<file path="config.mk">
export PLATFORM = sky130hd
export DESIGN_NAME = register_writeback_file_flat
export DESIGN_NICKNAME = d
export VERILOG_FILES = /design/src/rtl/register_writeback_file_if.sv /design/src/rtl/register_writeback_file.sv /design/src/flat_wrapper.sv
export SDC_FILE = /design/constraint.sdc
export NUM_CORES = 1
export LEC_CHECK = 0
export ABC_AREA = 1
export CAP_MARGIN = 40
export CORE_MARGIN = 2
export CORE_UTILIZATION = 30
export CTS_CLUSTER_DIAMETER = 30
export DETAILED_ROUTE_END_ITERATION = 7
export DONT_BUFFER_PORTS = 1
export MAX_ROUTING_LAYER = met4
export PLACE_DENSITY_LB_ADDON = 0.08
export SLEW_MARGIN = 30
export SYNTH_ARGS = -nofsm -noshare
export SYNTH_HDL_FRONTEND = slang
export SYNTH_SLANG_ARGS = --single-unit
</file>
<file path="constraint.sdc">
create_clock -name CLK -period 1.69 [get_ports CLK]
set_clock_uncertainty 0.15 [all_clocks]
set_input_delay 0.338 -clock CLK [delete_from_list [all_inputs] [get_ports CLK]]
set_output_delay 0.338 -clock CLK [all_outputs]
set_load 0.05 [all_outputs]
</file>
<file path="src/rtl/register_writeback_file_if.sv">
// register_writeback_file_if: write-request, read-address and read-data bundle for the writeback register file.
//   master : drives invertedNotALUResult, PR_WriteIn, PR_WriteAddr, PR_ReadAddrA/B;
//            receives notReadDataA/B, WritePending, CommitCount
//   slave  : the register file side of the same signals
interface register_writeback_file_if #(
    parameter int DATA_W = 16,
    parameter int ADDR_W = 3
);
    logic [DATA_W-1:0] invertedNotALUResult;
    logic              PR_WriteIn;
    logic [ADDR_W-1:0] PR_WriteAddr;
    logic [ADDR_W-1:0] PR_ReadAddrA;
    logic [ADDR_W-1:0] PR_ReadAddrB;
    logic [DATA_W-1:0] notReadDataA;
    logic [DATA_W-1:0] notReadDataB;
    logic              WritePending;
    logic [7:0]        CommitCount;

    modport master (
        output invertedNotALUResult, PR_WriteIn, PR_WriteAddr, PR_ReadAddrA, PR_ReadAddrB,
        input  notReadDataA, notReadDataB, WritePending, CommitCount
    );

    modport slave (
        input  invertedNotALUResult, PR_WriteIn, PR_WriteAddr, PR_ReadAddrA, PR_ReadAddrB,
        output notReadDataA, notReadDataB, WritePending, CommitCount
    );
endinterface

</file>
<file path="src/rtl/register_writeback_file.sv">
// register_writeback_file: two-stage (latch, commit) active-low register file with two forwarding read ports.
//   CLK   in   rising-edge clock
//   RST   in   synchronous active-high reset; clears array to 'hFFFF, drops any latched write
//   bus   slave modport of register_writeback_file_if:
//         invertedNotALUResult/PR_WriteIn/PR_WriteAddr  write request, latched then committed
//         PR_ReadAddrA/B -> notReadDataA/B              combinational reads, forwarded from the latch
//         WritePending                                  latch holds an uncommitted write
//         CommitCount                                   committed writes, modulo 256
// Optional: define REGISTER_WRITEBACK_R0_ZERO_EN to hardwire register 0 to active-low zero.
module register_writeback_file #(
    parameter int DATA_W    = 16,
    parameter int REG_COUNT = 8,
    parameter int ADDR_W    = 3
) (
    input  logic                          CLK,
    input  logic                          RST,
    register_writeback_file_if.slave      bus
);
`ifdef REGISTER_WRITEBACK_R0_ZERO_EN
    localparam bit R0_ZERO = 1'b1;
`else
    localparam bit R0_ZERO = 1'b0;
`endif

    logic              w_valid_q, w_valid_d;
    logic [ADDR_W-1:0] w_addr_q, w_addr_d;
    logic [DATA_W-1:0] w_data_q, w_data_d;
    logic [7:0]        cnt_q, cnt_d;
    logic [DATA_W-1:0] regs_q [REG_COUNT];
    logic [DATA_W-1:0] regs_d [REG_COUNT];
    logic              w_to_r0;
    logic              array_we;

    // A latched write to the hardwired register still counts but never reaches the array or the read ports.
    assign w_to_r0  = R0_ZERO && (w_addr_q == '0);
    assign array_we = w_valid_q && !w_to_r0;

    always_comb begin
        w_valid_d = bus.PR_WriteIn;
        w_addr_d  = bus.PR_WriteIn ? bus.PR_WriteAddr : w_addr_q;
        w_data_d  = bus.PR_WriteIn ? bus.invertedNotALUResult : w_data_q;
        cnt_d     = w_valid_q ? cnt_q + 8'd1 : cnt_q;
        regs_d    = regs_q;
        if (array_we) regs_d[w_addr_q] = w_data_q;
    end

    always_ff @(posedge CLK) begin
        if (RST) begin
            w_valid_q <= 1'b0;
            w_addr_q  <= '0;
            w_data_q  <= '1;
            cnt_q     <= '0;
            regs_q    <= '{default: '1};
        end else begin
            w_valid_q <= w_valid_d;
            w_addr_q  <= w_addr_d;
            w_data_q  <= w_data_d;
            cnt_q     <= cnt_d;
            regs_q    <= regs_d;
        end
    end

    // Forwarding from the latch makes a read one cycle after the write see the new value.
    assign bus.notReadDataA = (R0_ZERO && bus.PR_ReadAddrA == '0) ? '1 :
                              (array_we && w_addr_q == bus.PR_ReadAddrA) ? w_data_q : regs_q[bus.PR_ReadAddrA];
    assign bus.notReadDataB = (R0_ZERO && bus.PR_ReadAddrB == '0) ? '1 :
                              (array_we && w_addr_q == bus.PR_ReadAddrB) ? w_data_q : regs_q[bus.PR_ReadAddrB];
    assign bus.WritePending = w_valid_q;
    assign bus.CommitCount  = cnt_q;
endmodule

</file>
<file path="src/flat_wrapper.sv">
// flat-port wrapper written by rule: the top's interface ports become plain ports
module register_writeback_file_flat 
#(
    parameter int DATA_W    = 16,
    parameter int REG_COUNT = 8,
    parameter int ADDR_W    = 3
)
  (CLK, RST, bus_invertedNotALUResult, bus_PR_WriteIn, bus_PR_WriteAddr, bus_PR_ReadAddrA, bus_PR_ReadAddrB, bus_notReadDataA, bus_notReadDataB, bus_WritePending, bus_CommitCount);
  register_writeback_file_if #(.DATA_W(DATA_W), .ADDR_W(ADDR_W)) bus_i ();
  input  logic CLK;
  input  logic RST;
  input wire logic [$bits(bus_i.invertedNotALUResult)-1:0] bus_invertedNotALUResult;
  input wire logic [$bits(bus_i.PR_WriteIn)-1:0] bus_PR_WriteIn;
  input wire logic [$bits(bus_i.PR_WriteAddr)-1:0] bus_PR_WriteAddr;
  input wire logic [$bits(bus_i.PR_ReadAddrA)-1:0] bus_PR_ReadAddrA;
  input wire logic [$bits(bus_i.PR_ReadAddrB)-1:0] bus_PR_ReadAddrB;
  output wire logic [$bits(bus_i.notReadDataA)-1:0] bus_notReadDataA;
  output wire logic [$bits(bus_i.notReadDataB)-1:0] bus_notReadDataB;
  output wire logic [$bits(bus_i.WritePending)-1:0] bus_WritePending;
  output wire logic [$bits(bus_i.CommitCount)-1:0] bus_CommitCount;
  assign bus_i.invertedNotALUResult = bus_invertedNotALUResult;
  assign bus_i.PR_WriteIn = bus_PR_WriteIn;
  assign bus_i.PR_WriteAddr = bus_PR_WriteAddr;
  assign bus_i.PR_ReadAddrA = bus_PR_ReadAddrA;
  assign bus_i.PR_ReadAddrB = bus_PR_ReadAddrB;
  assign bus_notReadDataA = bus_i.notReadDataA;
  assign bus_notReadDataB = bus_i.notReadDataB;
  assign bus_WritePending = bus_i.WritePending;
  assign bus_CommitCount = bus_i.CommitCount;
  register_writeback_file #(.DATA_W(DATA_W), .REG_COUNT(REG_COUNT), .ADDR_W(ADDR_W)) u_core (.CLK(CLK), .RST(RST), .bus(bus_i));
endmodule
</file>
==> results of run 1 <==
path summary, 6_finish.rpt:
kind | end | cells after the start
max | bus_notReadDataB[8] | 9
min | u_core.w_data_q[9] | 2
max reg2reg | u_core.regs_q[98] | 7
min reg2reg | u_core.w_data_q[2] | 2
cell usage in the layout, fill, tap and decap left out:
cell / instances
nand2_1: 429
nand3_1: 212
dfxtp_1: 150
inv_1: 136
o211ai_1: 112
buf_4: 60
buf_12: 35
nand2_2: 31
o21ai_0: 23
nand3_2: 22
a21oi_1: 21
clkbuf_16: 21
dlygate4sd3_1: 20
nand2_4: 19
nand2_8: 18
nor2_1: 16
nand3_4: 9
nor2_2: 6
inv_2: 5
inv_4: 5
inv_6: 5
nor2_4: 4
clkinv_4: 4
buf_6: 4
dfxtp_2: 4
inv_8: 3
buf_8: 3
nor3_1: 2
clkinvlp_4: 2
clkinv_2: 2
dfxtp_4: 2
inv_12: 1
clkinv_8: 1
a31oi_1: 1
nor3_4: 1
o21bai_1: 1
ha_1: 1
clkbuf_8: 1
clkbuf_1: 1
layout make-up:
cell class	instances	area (sq um)	area share [%]
Multi-Input combinational cell	928	5070	44.5
Sequential cell	156	3140	27.5
Timing Repair Buffer	126	1540	13.5
Inverter	149	602	5.28
Tap cell	384	480	4.21
Clock buffer	19	443	3.88
Clock inverter	13	106	0.933
Timing Repair inverter	2	22.5	0.197
cells in the mapped netlist:
cell / number
nor2_4: 2
a31oi_1: 1
a21oi_1: 21
inv_1: 141
buf_6: 15
o21ai_0: 23
buf_2: 57
buf_4: 4
inv_2: 6
buf_12: 2
inv_6: 2
o21bai_1: 1
nor2_2: 6
nand3_1: 243
nand2_4: 2
ha_1: 1
nor3_1: 2
nand2_1: 494
clkbuf_8: 2
nor2_1: 18
nor3_4: 1
o211ai_1: 112
clkbuf_1: 33
buf_1: 2
dfxtp_1: 156
cells by family after synthesis:
| family | Yosys count |
|---|---|
| and+or+nand+nor | 768 |
| buffers and inverters | 264 |
| AOI/OAI and AO/OA | 158 |
| DFF | 156 |
| adders and majority gates | 1 |
worst reg2reg max path, cell delays in order (launching register included):
cell and delay, ps:
dfxtp_4 360, buf_4 140, buf_4 130, nor2_2 110, nand3_1 130, inv_4 160
buf_8 210, o211ai_1 100
power by group through the flow:
stage	clock network (mW)	logic (mW)	registers, mW
after floorplan	0	1.20	3.92
after global placement	0	1.59	3.96
after detailed placement	0	1.59	3.96
after CTS	3.84	1.74	3.88
after global routing	3.99	1.92	3.89
final	3.75	1.79	3.88
state kept, by name (all words and copies together), names as in the netlist:
name                     count
u_core.bus.WritePending      1
u_core.w_data_q             16
u_core.regs_q              128
u_core.bus.CommitCount       8
u_core.w_addr_q              3
what timing repair did:
item,4_1_cts,5_1_grt
setup buffers,5,1
hold buffers,21,0
gates resized for setup,54,33
endpoints found under the hold margin,47,0
pin swaps,20,25
cloned,2,7
setup endpoints to repair,33,68
through the flow:
step / hold slack (ps) / instance area [sq um]
final: 7.92 / 11400
after CTS: 11.1 / 11100
after floorplan: 291 / 9130
after global placement: 258 / 10000
after detailed placement: 260 / 10000
after global routing: 20.2 / 11400
layer usage:
layer	global-route usage (%)	vias up	wire (um)
met4	9.24	0	1220
met1	31.0	4203	16400
met2	37.0	269	16700
li1	-	4418	-
met5	-	-	0
met3	2.89	55	1630
==> flow_summary.toml, run 1 <==
[placement]
place_hpwl_mm = 22.4
gp_congestion = 0.856
io_buffers = 0
pre_cts_ws_ps = -280
dp_cells = 1710

[logic_synthesis]
synth-seq-area-share_pct = 35.9
synth_area_leaders = "dfxtp_1 (36%), nand2_1 (21%), nand3_1 (14%)"
synthMuxAreaShare_pct = 0
netlist_area_sq_mm = 0.00871
synth_fa_ha_area_share_pct = 0.144
synth_area_leader_cell = "dfxtp_1"
yosysUniqueCellTypes = 25
synth_xor_area_share_pct = 0
synth_cells = 1347
synth.avg_cell_area_sq_um = 6.47
synth-seq-cells = 156
synthesis.nets = 1376
synth-simple-area-share_pct = 37.3
synth_top_area_share_pct = 35.9
synth_top_family_by_area = "simple AND/OR/NAND/NOR gates"
ys_warn_count = 0
synth_compound_area_share_pct = 12.3

[status]
violations = "negative setup slack"
outcome = "finished, violations left"

[power_and_ir_drop]
leakage_nw = 5.28
clkPwrFrac_pct = 39.8
power_mw = 9.43
vdd_drop_max_v = 0.000683
power_frac_comb_pct = 19.0
p_sw_mw = 3.07
power_frac_seq_pct = 41.2
powerDensity_mw_per_mm2 = 827
internal-power_mw = 6.36
sw_frac_of_total_pct = 32.6

[final_layout]
syn_to_final_growth_pct = 30.9
antennaDiodeCount = 0
fill_cells = 2996
final_cells = 1777
utilization_pct = 39.8
drive_gt1_share_pct = 19.2
nets = 1409

[grt]
antenna_found_initial = 0
overflow = 0
gr-usage-all-layers_pct = 23.6
grt_pass1_wl_mm = 52.6
grt_max_degree = 66
grt_pass1_vias = 8294

[critical_path]
crit_required_ps = 1200
cp-startpoint = "u_core.w_addr_q[2]"
crit_chain = "inv_4, nand2_2, nand2_2, nor2_4, nand2_8, clkinv_8, buf_12, nand2_4, nand2_8"
crit_fanout = 7
path_delay_family = "simple AND/OR/NAND/NOR gates"
arrival_ps = 1750
cp_slowest_cell = "dfxtp_4"
cp-start-kind = "register"
critPathKind = "reg -> out"
crit_buf_inv = 3
r2r_start = "u_core.w_addr_q[2]"
end_kind = "output port"
cpPeakStageDelay_ps = 370
r2r_setup_slack_ps = 70

[floorplan]
dieWidth_um = 174
rows = 62
io_pins = 69
start_util_pct = 30.4
die-area_sq_mm = 0.0304
die_y_um = 174
core_area_sq_mm = 0.0286

[cts]
clkTransAtPathRegs_ps = 70
root_buffer = "clkbuf_16"
cts_made_buffers = 17
clockBufferDepth = 2
cts_tree = "done"
cts_max_level = 4
clock_sinks = 156
clock_latency_ps = 440

[sta]
hold_violations = 0
final_max_slew_viol_count = 0
fin_crit_sh_pct = 133
fmax_mhz = 446
grt_setup_unrepaired = "true"
period_needed_ps = 2240
tightest_slew_ps = 529
setup_viol = 32
max_slew_margin_pct = 64.7
setup_slack_ps = -551
tns_ps = -16670

[route]
dr.pass1.iters = 5
post_drt_wl_per_cell_um = 20.2
drt-vias-per-instance = 5.03
vias = 8945
route.detailed.drc = 0
drtAntennaViolNets = 0
wl_mm = 36.0
drt-initial-drc-count = 767

[run]
maxCapViolations = 0

[worst_hold_path]
hold_start = "bus_PR_WriteIn"
worstHoldPathType = "in -> reg"
(Power assumes the default switching activity.)
==> run 2: changes to the inputs <==
--- a/config.mk
+++ b/config.mk
@@ -5,8 +5,8 @@
 export SDC_FILE = /design/constraint.sdc
 export NUM_CORES = 1
 export LEC_CHECK = 0
-export ABC_AREA = 1
 export CAP_MARGIN = 40
+export CORE_ASPECT_RATIO = 0.6
 export CORE_MARGIN = 2
 export CORE_UTILIZATION = 30
 export CTS_CLUSTER_DIAMETER = 30
==> run 2 against run 1 <==
The flow finishes with violations (negative hold slack, negative setup slack); critical endpoint is now bus_notReadDataA[5]; maximum frequency is 7.6% lower; sequential power is 1% higher; clock power is 12% higher; cell count is 36% lower; die area is 1.5% lower; via count is 30% lower; count of clock-buffer cells in the layout is 1 higher; largest power group is now clock; utilization is 1.2 points lower.
==> flow_summary.toml, run 2 <==
[status]
outcome = "finished, violations left"
violations = "negative hold slack, negative setup slack"

[placement]
place_hpwl_mm = 18.1
placed_area_sq_mm = 0.00920
io_buffers = 0
pre_cts_ws_ps = -386
dp_cells = 1052
gp_congestion = 0.776

[critical_path]
end_kind = "output port"
critPathKind = "reg -> out"
cp_slowest_cell = "mux4_2"
cpPeakStageDelay_ps = 500
arrival_ps = 1940
crit_chain = "mux4_2, mux2_2, mux2_4"
cp-start-kind = "register"
cp-startpoint = "u_core.regs_q[117]"
r2r_start = "u_core.bus.WritePending"
crit_required_ps = 1200
crit_fanout = 3

[sta]
fin_crit_sh_pct = 144
whs_ps = -155
hold_violations = 145
final_max_slew_viol_count = 0
tightest_slew_ps = 582
setup_slack_ps = -736
period_needed_ps = 2430
fmax_mhz = 412
max_slew_margin_pct = 61.1
tns_ps = -22780
grt_setup_unrepaired = "true"
setup_viol = 65

[worst_hold_path]
worstHoldPathType = "in -> reg"
hold_start = "RST"

[grt]
grt_pass1_vias = 5986
grt_max_degree = 157
grt_pass1_wl_mm = 42.4
antenna_found_initial = 7
overflow = 0
gr-usage-all-layers_pct = 20.5

[cts]
cts_tree = "done"
clock_latency_ps = 450
cts_max_level = 4
clock_sinks = 156
clockBufferDepth = 2
root_buffer = "clkbuf_16"
clkTransAtPathRegs_ps = 70
cts_made_buffers = 17

[logic_synthesis]
synth_fa_ha_area_share_pct = 0.146
synth-seq-area-share_pct = 36.5
synth_cells = 711
synthFlopType = "dfxtp_1"
synth-seq-cells = 156
synthMuxAreaShare_pct = 29.0
ys_warn_count = 0
synth_top_area_share_pct = 36.5
synth_xor_area_share_pct = 1.02
yosysMostFrequentCell = "dfxtp_1"
netlist_area_sq_mm = 0.00856
yosysUniqueCellTypes = 27
synth_edf_count = 0
synth-simple-area-share_pct = 13.3
synth_top_family_by_area = "multiplexers"
synthesis.nets = 740
synth_area_leader_cell = "dfxtp_1"
synth_commonest_cells = "dfxtp_1 (156), a211o_1 (144), nor2b_1 (81)"
synth.avg_cell_area_sq_um = 12.0
synth_area_leaders = "dfxtp_1 (36%), mux4_1 (20%), a211o_1 (15%)"
synth_async_sr_flop_share_pct = 0
synth_compound_area_share_pct = 15.1

[power_and_ir_drop]
sw_frac_of_total_pct = 24.8
power_frac_comb_pct = 10.8
powerDensity_mw_per_mm2 = 848
leakage_nw = 3.87
clkPwrFrac_pct = 46.2
power_mw = 9.12
p_sw_mw = 2.26
power_frac_seq_pct = 43.0
vdd_drop_max_v = 0.000520
internal-power_mw = 6.86

[floorplan]
die_y_um = 135
die-area_sq_mm = 0.0300
io_pins = 69
rows = 47
start_util_pct = 30.8
dieWidth_um = 222
core_area_sq_mm = 0.0278

[final_layout]
layout_common_cells = "a211o_1 (144), dfxtp_1 (90), mux4_2 (64), dfxtp_2 (63), nor2b_1 (59)"
design_area_sq_mm = 0.0108
drive_gt1_share_pct = 48.6
nets = 782
final_common_cell = "a211o_1"
largest-register = "u_core.regs_q"
utilization_pct = 38.7
final_cells = 1139
syn_to_final_growth_pct = 25.6
largest_register_ffs = 128

[run]
maxCapViolations = 0

[route]
drt-vias-per-instance = 5.48
wl_mm = 30.5
drtAntennaViolNets = 0
route.detailed.drc = 0
dr.pass1.iters = 5
post_drt_wl_per_cell_um = 26.8
vias = 6238
drt-initial-drc-count = 573
## run 2: cell types whose count changed after synthesis, sizes merged, moves of 81 or more
cell    delta
nand3    -241
nand2    -492
nor2b     +81
o211ai   -112
inv      -149
a211o    +144
## run 2: layer usage
layer	track usage [%]	share of wire, %
met2	29.5	44
met5	-	0
met4	4.62	0.94
met3	5.79	5.4
met1	28.4	50
## run 2: cell families after synthesis
group,after synthesis
adders and majority gates,1
buffers and inverters,83
DFF,156
and+or+nand+nor,179
xor gates and xnor gates,10
AOI/OAI and AO/OA,150
muxes,132
## run 2: worst max-delay path: cells and delay by family, from the launching register on
family  cells  cell delay, ps
DFF         1             350
muxes       3            1140
## run 2: timing repair
action | in CTS | in global routing
hold endpoints to repair | 156 | 146
endpoints found under the setup margin | 154 | 130
pin swaps | 8 | 98
gates resized for setup | 124 | 102
hold buffers | 18 | 1
cloned | 3 | 7
setup buffers | 10 | 13
## run 2: worst paths after layout
check                                                 end  slack, ps  cells past startpoint
worst max-delay path                  bus_notReadDataA[5]       -740                      3
worst min-delay path                   u_core.w_data_q[5]       -160                      1
worst max register to register         u_core.regs_q[121]        -60                      7
worst min register to register  u_core.bus.CommitCount[5]        380                      2
## run 2: cell type report
type	count	area, sq um
Sequential cell	156	3210
Timing Repair Buffer	106	1250
Fill cell	2655	17100
Tap cell	367	459
Multi-Input combinational cell	472	5180
Clock inverter	11	180
Clock buffer	20	447
Antenna cell	7	17.5
## run 2: power groups by stage
| stage | combinational, mW | clock (mW) | sequential [mW] |
|---|---|---|---|
| detailed placement | 0.775 | 0 | 3.99 |
| finish | 0.989 | 4.21 | 3.92 |
| floorplan | 0.798 | 0 | 3.91 |
| global route | 1.04 | 4.47 | 3.93 |
| global placement | 0.769 | 0 | 3.98 |
| CTS | 0.907 | 4.31 | 3.91 |
